<file path="src/rtl/mips_pkg.sv">
// Shared MIPS-style core definitions: opcode map, instruction fields, fetch states.
// FETCH_ILLEGAL_TRAP_EN adds the HALT state used by the illegal-opcode trap.
package mips_pkg;

  localparam logic [3:0] OP_AND = 4'h0;
  localparam logic [3:0] OP_OR  = 4'h1;
  localparam logic [3:0] OP_ADD = 4'h2;
  localparam logic [3:0] OP_SUB = 4'h6;
  localparam logic [3:0] OP_SLT = 4'h7;
  localparam logic [3:0] OP_LW  = 4'h8;
  localparam logic [3:0] OP_SW  = 4'hA;
  localparam logic [3:0] OP_BNE = 4'hE;

  localparam int OP_MSB  = 15;
  localparam int OP_LSB  = 12;
  localparam int RS_MSB  = 11;
  localparam int RS_LSB  = 9;
  localparam int RT_MSB  = 8;
  localparam int RT_LSB  = 6;
  localparam int IMM_MSB = 5;
  localparam int IMM_LSB = 0;
  localparam int IMM_W   = IMM_MSB - IMM_LSB + 1;

  typedef enum logic [1:0] {
    ST_IDLE  = 2'd0,
    ST_FETCH = 2'd1,
    ST_HOLD  = 2'd2
`ifdef FETCH_ILLEGAL_TRAP_EN
    ,
    ST_HALT  = 2'd3
`endif
  } fetch_state_t;

  function automatic logic op_is_legal(input logic [3:0] op);
    case (op)
      OP_AND, OP_OR, OP_ADD, OP_SUB, OP_SLT, OP_LW, OP_SW, OP_BNE: op_is_legal = 1'b1;
      default:                                                    op_is_legal = 1'b0;
    endcase
  endfunction

endpackage

</file>
<file path="src/rtl/fetch_next_pc.sv">
// Combinational next-PC: pc + 1, plus the sign-extended imm6 when the branch is taken.
// No state and no latency; wraps modulo 2^AW.
module fetch_next_pc
  import mips_pkg::*;
#(
  parameter int AW = 8
) (
  input  logic [AW-1:0]    pc,
  input  logic [IMM_W-1:0] imm6,
  input  logic             taken,
  output logic [AW-1:0]    next_pc
);

  logic [AW-1:0] offset;

  always_comb begin
    offset  = taken ? {{(AW-IMM_W){imm6[IMM_W-1]}}, imm6} : '0;
    next_pc = pc + AW'(1) + offset;
  end

endmodule

</file>
<file path="src/rtl/fetch_unit.sv">
// Instruction fetch/sequencing: 2 cycles per instruction at zero wait; memory waits and stalls each add a cycle.
// FETCH_ILLEGAL_TRAP_EN adds the sticky illegal flag and the HALT state.
module fetch_unit
  import mips_pkg::*;
#(
  parameter int AW       = 8,
  parameter int IW       = 16,
  parameter int RESET_PC = 0
) (
  input  logic          clk,
  input  logic          rst,
  output logic          imem_req,
  output logic [AW-1:0] imem_addr,
  input  logic          imem_ack,
  input  logic [IW-1:0] imem_rdata,
  input  logic          stall,
  input  logic          branch,
  input  logic          PC_src,
  input  logic          zero,
  output logic [IW-1:0] instr,
  output logic [5:0]    opcode,
  output logic          instr_valid,
  output logic [AW-1:0] pc
`ifdef FETCH_ILLEGAL_TRAP_EN
  ,
  output logic          illegal
`endif
);

  fetch_state_t  state_q, state_d;
  logic [AW-1:0] pc_q, pc_d, next_pc;
  logic [IW-1:0] instr_q, instr_d;
  logic          taken;
`ifdef FETCH_ILLEGAL_TRAP_EN
  logic          illegal_q, illegal_d;
`endif

  // BNE is taken when control selects the branch target and the operands differ.
  assign taken = branch & PC_src & ~zero;

  fetch_next_pc #(
    .AW(AW)
  ) u_next_pc (
    .pc      (pc_q),
    .imm6    (instr_q[IMM_MSB:IMM_LSB]),
    .taken   (taken),
    .next_pc (next_pc)
  );

  always_comb begin
    state_d = state_q;
    pc_d    = pc_q;
    instr_d = instr_q;
`ifdef FETCH_ILLEGAL_TRAP_EN
    illegal_d = illegal_q;
`endif
    case (state_q)
      ST_IDLE: state_d = ST_FETCH;
      ST_FETCH: begin
        if (imem_ack) begin
          instr_d = imem_rdata;
`ifdef FETCH_ILLEGAL_TRAP_EN
          if (!op_is_legal(imem_rdata[OP_MSB:OP_LSB])) begin
            illegal_d = 1'b1;
            state_d   = ST_HALT;
          end else begin
            state_d   = ST_HOLD;
          end
`else
          state_d = ST_HOLD;
`endif
        end
      end
      ST_HOLD: begin
        if (!stall) begin
          pc_d    = next_pc;
          state_d = ST_FETCH;
        end
      end
`ifdef FETCH_ILLEGAL_TRAP_EN
      ST_HALT: state_d = ST_HALT;
`endif
      default: state_d = ST_IDLE;
    endcase
  end

  always_ff @(posedge clk or posedge rst) begin
    if (rst) begin
      state_q   <= ST_IDLE;
      pc_q      <= AW'(RESET_PC);
      instr_q   <= '0;
`ifdef FETCH_ILLEGAL_TRAP_EN
      illegal_q <= 1'b0;
`endif
    end else begin
      state_q   <= state_d;
      pc_q      <= pc_d;
      instr_q   <= instr_d;
`ifdef FETCH_ILLEGAL_TRAP_EN
      illegal_q <= illegal_d;
`endif
    end
  end

  assign imem_req    = (state_q == ST_FETCH);
  assign imem_addr   = pc_q;
  assign instr_valid = (state_q == ST_HOLD);
  assign instr       = instr_q;
  assign opcode      = {2'b00, instr_q[OP_MSB:OP_LSB]};
  assign pc          = pc_q;
`ifdef FETCH_ILLEGAL_TRAP_EN
  assign illegal     = illegal_q;
`endif

endmodule

</file>
<file path="config.mk">
export PLATFORM = sky130hd
export DESIGN_NAME = fetch_unit
export DESIGN_NICKNAME = d
export VERILOG_FILES = /design/src/rtl/mips_pkg.sv /design/src/rtl/fetch_next_pc.sv /design/src/rtl/fetch_unit.sv
export SDC_FILE = /design/constraint.sdc
export NUM_CORES = 1
export LEC_CHECK = 0
export CAP_MARGIN = 20
export CORE_MARGIN = 2
export CORE_UTILIZATION = 37
export DETAILED_ROUTE_END_ITERATION = 8
export GPL_TIMING_DRIVEN = 0
export PLACE_DENSITY_LB_ADDON = 0.08
export SYNTH_ARGS = -nofsm -noshare
export SYNTH_HDL_FRONTEND = slang
export SYNTH_SLANG_ARGS = --single-unit
</file>
<file path="constraint.sdc">
create_clock -name clk -period 1.9 [get_ports clk]
set_input_delay 0.285 -clock clk [delete_from_list [all_inputs] [get_ports clk]]
set_output_delay 0.285 -clock clk [all_outputs]
set_load 0.02 [all_outputs]
</file>
==> impl_metrics.toml, run 1 <==
[global_route]
antenna_found_initial = 0
grt_max_degree = 27
overflow = 0
track_usage_pct = 15.5
grt_pass1_wl_um = 5000
grt_pass1_vias = 1078

[yosys]
ys_seq_area_share_pct = 46.6
yosys-top-cells-count = "dfrtp_1, mux2_2, buf_4, nand2_1, o21ai_0"
ys_seq_elements = 26
dominantRegCellSynth = "dfrtp_1"
async_flop_share_pct = 100
avgSynthCellArea_sq_um = 11.4
yosysWarnings = 0
yosysTopAreaCell = "dfrtp_1"
ys_top_cells_by_area = "dfrtp_1, mux2_2, buf_4"
synth_cells = 122
synth_top_area_share_pct = 46.6
synth_edf_count = 0
mappedNetlistArea_sq_mm = 0.00140
synthDistinctLibCells = 35
post-synth-top-count-cell = "dfrtp_1"

[pwr]
vdd_ir_drop_max_mv = 0.755
finalPower_mw = 3.59
p_leak_nw = 1.04
powerDensity_mw_per_mm2 = 1580

[worst_setup_path]
cp_num_cells = 10
startpoint_type = "input port"
reg2reg_slack_ns = -0.03
worst-setup-path-type = "input port to flip-flop"
rr_endpoint = "imem_addr[6]"
worstPathRequired_ns = 2.11
critical_path_arrival_ns = 2.15
path_delay_family = "simple AND/OR/NAND/NOR gates"
r2r_cells = 8
cp-startpoint = "branch"
cpMaxStageDelayCell = "or4_1"
crit_buf_inv = 2
worstPathCellList = "buf_2, and3b_1, buf_6, and2_4, ha_4, nor2b_4, o31a_1, or4_1, a21oi_2, xor2_1"
cp_max_fo = 6
end_kind = "flip-flop"
rr_startpoint = "instr[0]"
slowest_delay_ns = 0.42

[clocking]
cts_hold_buf = 0
clk_pin_slew_ns = 0.10
htreeDepth = 1
clk_latency_ns = 0.28
cts_sinks = 26
numCtsBuffers = 3
cts_buffer_depth = 2
cts-root-buf = "clkbuf_8"
cts_tree = "built"

[final_layout]
finalInstanceArea_sq_mm = 0.00227
n_antenna_cell = 0
area_delta_synth_final_pct = 63.0
fill_cells = 330
final_util_pct = 62.6
drive_gt1_share_pct = 32.1
final_cells = 244
layout.nets = 226

[timing]
hold_violations = 0
tns_ns = -0.0438
min_period_over_period_pct = 102
min_period_ns = 1.94
fin_worst_skew_ns = 0.00365
fin_hold_ws_ns = 0.241
rsz0062_at_grt = "true"
fin_ws_ns = -0.0438
slew_viol_final = 0
setup_violations = 1
timing.fmax_mhz = 514

[drt]
avgRoutedWirePerCell_um = 13.1
ant_nets = 0
top_layer = "met4"
drt_wl_total_um = 3190
vias = 1123
wl_met3_um = 195
via_per_inst = 4.60
drc = 0
first_iter_violations = 25
dr.pass1.iters = 4
drt-met1-wl_um = 1300
wl_met2_um = 1630

[place]
dp.cells = 231
gp_congestion = 0.749
dpl_worst_slack_ns = -0.768
dpl_cell_area_sq_mm = 0.00208
dp_hpwl_um = 2260
io_buffer_count = 60

[floorplan]
die_w_um = 65.4
start_util_pct = 38.4
dieArea_sq_mm = 0.00428
core_sq_mm = 0.00363
rows = 22
die_h_um = 65.4
ioPinCount = 63

[status]
status = "finished, violations left"
failed_checks = "negative setup slack"

[worst_hold_path]
hold_class = "input port to async pin"

[job]
cap_violations = 0
==> report_power, final <==
part / switching (mW) / internal, mW / total [mW]
Combinational: 0.922 / 1.17 / 2.09
Sequential: 0.222 / 0.807 / 1.03
Clock: 0.188 / 0.282 / 0.471
Total: 1.33 / 2.26 / 3.59
==> layout by cell type (no fill, tap or decap), types with 2 or more instances in the layout <==
cell type	Yosys	final
a211oi_1	2	2
nor2_1	2	2
buf_4	14	22
a21o_1	2	2
dfrtp_1	26	26
or4_1	2	2
inv_1	4	3
buf_2	1	4
ha_1	5	2
ha_4	0	3
nor2b_4	1	2
mux2i_1	2	2
nand2b_1	3	3
mux2_2	15	15
nand2_4	1	2
clkbuf_8	0	3
nand2_1	9	8
nor2b_1	3	2
o21ai_0	6	5
clkdlybuf4s50_1	0	57
and2_2	3	2
conb_1	1	2
xor2_1	4	4
==> sequential cells by signal (all words and copies together), names as in the netlist <==
| signal | count |
|---|---|
| imem_addr | 8 |
| state_q | 2 |
| instr | 16 |
==> what timing repair did <==
| action | CTS | global route |
|---|---|---|
| pin swaps | 7 | 7 |
| buffers inserted | 7 | 1 |
| setup endpoints to repair | 4 | 3 |
| resized for setup | 17 | 4 |
==> metal layers <==
metal  track usage [%]  vias to the layer above
met5                 0                        -
met4              6.77                        0
met3              3.42                        7
met2              26.4                       40
met1              18.8                      527
li1                  -                      549
==> cell families after synthesis <==
family                   count (synthesis)  share of synthesized area [%]
other                                    1                          0.269
XOR/XNOR                                 4                           2.51
buffers and inverters                   21                           10.0
AND/OR/NAND/NOR                         29                           12.6
adder cells (fa/ha/maj)                  6                           5.92
multiplexers                            18                           14.3
flip-flops                              26                           46.6
AO/OA/AOI/OAI                           17                           7.71
==> layout make-up <==
cell class / instances / area, sq um / area share, %
clock buffers: 3 / 41.3 / 1.82
clock inverters: 1 / 30.0 / 1.32
multi-input cells: 76 / 678 / 29.8
well taps: 48 / 60.1 / 2.64
repair buffers: 69 / 673 / 29.6
inverters: 4 / 15.0 / 0.660
flip-flops and latches: 26 / 651 / 28.6
plain buffers: 17 / 125 / 5.50
==> how the worst max path moves through the flow <==
stage | slack (ns) | endpoint
finish | -0.04 | imem_addr[6]
global route | -0.13 | imem_addr[6]
CTS | -0.17 | imem_addr[6]
global placement | -0.75 | imem_addr[6]
floorplan | -0.23 | imem_addr[6]
detailed placement | -0.77 | imem_addr[6]
(Power assumes the default switching activity.)
==> inputs of run 2 (changes only) <==
--- a/config.mk
+++ b/config.mk
@@ -6,11 +6,13 @@
 export NUM_CORES = 1
 export LEC_CHECK = 0
 export CAP_MARGIN = 20
+export CORE_ASPECT_RATIO = 1.4
 export CORE_MARGIN = 2
 export CORE_UTILIZATION = 37
 export DETAILED_ROUTE_END_ITERATION = 8
 export GPL_TIMING_DRIVEN = 0
 export PLACE_DENSITY_LB_ADDON = 0.08
+export SLEW_MARGIN = 40
 export SYNTH_ARGS = -nofsm -noshare
 export SYNTH_HDL_FRONTEND = slang
 export SYNTH_SLANG_ARGS = --single-unit
==> run 2 against run 1 <==
The run still ends with negative setup slack left. Clock power is 33% lower. Sequential power hardly changed. Design area is 1.9% lower. Register-to-register slack better by 0.02 ns. Flip-flop and latch count stayed put. Die area is 0.16% higher. Power is 3.9% lower. Fmax is 1.1% higher.
==> impl_metrics.toml, run 2 (same netlist as run 1, synthesis figures left out) <==
[status]
status = "finished, violations left"
failed_checks = "negative setup slack"

[pwr]
p_leak_nw = 1.03
pwr-share-comb_pct = 61.1
p_int_mw = 2.13
clockPowerShare_pct = 9.1
vdd_ir_drop_max_mv = 0.941
powerDensity_mw_per_mm2 = 1550
power_switching_share_pct = 38.1
finalPower_mw = 3.45
p_seq_share_pct = 29.7
p_sw_mw = 1.32

[final_layout]
largest_reg_flops = 16
n_antenna_cell = 0
final_common_cell = "clkdlybuf4s50_1"
final_cell_mix = "clkdlybuf4s50_1, dfrtp_1, buf_4"
finalInstanceArea_sq_mm = 0.00223
layout.nets = 227
drive_gt1_share_pct = 32.7
area_delta_synth_final_pct = 59.8
final_cells = 238
fill_cells = 319

[clocking]
cts_buffer_depth = 2
clk_pin_slew_ns = 0.09
cts_tree = "built"
cts_sinks = 26
htreeDepth = 1
cts-root-buf = "clkbuf_8"
cts_hold_buf = 0
clk_latency_ns = 0.27
numCtsBuffers = 3

[worst_setup_path]
startpoint_type = "input port"
critical_path_arrival_ns = 2.12
end_kind = "flip-flop"
cp_max_fo = 6
worstPathRequired_ns = 2.10
slowest_delay_ns = 0.42
worstPathCellList = "buf_2, and3b_1, buf_6, and2_4, ha_4, nor2b_4, o31a_1, or4_4, a21oi_2, xor2_1"
worst-setup-path-type = "input port to flip-flop"
cpMaxStageDelayCell = "or4_4"

[drt]
drt-met1-wl_um = 1060
dr.pass1.iters = 4
ant_nets = 0
via_per_inst = 4.70
wl_met2_um = 1720
first_iter_violations = 17
drt_wl_total_um = 3020
drc = 0
top_layer = "met4"
wl_met3_um = 222
avgRoutedWirePerCell_um = 12.7
vias = 1119

[floorplan]
die_h_um = 76.7
ioPinCount = 63
die_w_um = 55.9
start_util_pct = 38.3
core_sq_mm = 0.00364
rows = 26
dieArea_sq_mm = 0.00428

[worst_hold_path]
hold_class = "input port to async pin"

[place]
gp_congestion = 0.703
io_buffer_count = 60
dpl_worst_slack_ns = -0.781
dp.cells = 225
dp_hpwl_um = 2330
dpl_cell_area_sq_mm = 0.00207

[global_route]
overflow = 0
antenna_found_initial = 0
grt_pass1_vias = 1189
grt_max_degree = 27
track_usage_pct = 14.7
grt_pass1_wl_um = 5080

[timing]
hold_violations = 0
slew_viol_final = 0
setup_violations = 1
min_period_over_period_pct = 101
relSlewSlack_pct = 63.4
fin_hold_ws_ns = 0.380
timing.fmax_mhz = 520
worst_pin_slew_ns = 0.548
fin_worst_skew_ns = 0.00362
min_period_ns = 1.92
rsz0062_at_grt = "true"
fin_ws_ns = -0.0223

[job]
cap_violations = 0
run 2: final timing paths:
| kind | slack, ns | depth (start not counted) | endpoint | start |
|---|---|---|---|---|
| setup reg to reg | -0.01 | 8 | imem_addr[6] | imem_addr[0] |
| setup / recovery | -0.02 | 10 | imem_addr[6] | zero |
| min in group clk | 0.49 | 1 | imem_addr[7] | imem_addr[7] |
| max in group asynchronous | 1.15 | 2 | imem_addr[1] | rst |
| hold reg to reg | 0.49 | 1 | imem_addr[7] | imem_addr[7] |
| hold / removal | 0.38 | 2 | instr[8] | rst |
run 2: final cells by class:
cell class	count	area [sq um]	area share, %
tap	42	52.6	2.36
multi-input combinational	76	678	30.4
timing repair buffer	70	667	29.9
sequential	26	651	29.2
buffer	17	125	5.61
inverter	4	15.0	0.673
clock buffer	3	41.3	1.85
run 2: timing repair:
item                                    4_1_cts  5_1_grt
setup buffers                                 7        3
pin swaps                                     7        6
gates cloned                                  0        0
resized for setup                            18        3
endpoints found under the setup margin        4        3
run 2: critical path, delay by kind of cell:
family | cells | cell delay [ns]
buf+inv | 2 | 0.21
xor+xnor | 1 | 0.15
simple gates | 4 | 0.89
compound gates | 2 | 0.39
fa+ha+maj | 1 | 0.19
run 2: power groups by stage:
stage          clock network [mW]  logic [mW]  registers, mW
2_1_floorplan                   0       0.806           1.30
3_3_place_gp                    0        1.92           1.02
3_5_place_dp                    0        1.95           1.04
4_1_cts                     0.324        2.07           1.02
5_1_grt                     0.335        2.25           1.07
6_report                    0.315        2.11           1.03
run 2: through the flow:
stage	utilization, %	setup TNS, ns
after global routing	61.2	-0.117
after CTS	60.0	-0.166
final	61.2	-0.0223
after global placement	56.9	-2.70
after floorplan	-	-0.232
after detailed placement	56.9	-2.82
run 2: layer usage:
| layer | GRT usage (%) | vias to the layer above |
|---|---|---|
| met4 | 4.29 | 0 |
| met1 | 14.6 | 528 |
| met3 | 4.38 | 2 |
| met2 | 28.8 | 38 |
| met5 | 0 | - |
| li1 | - | 551 |
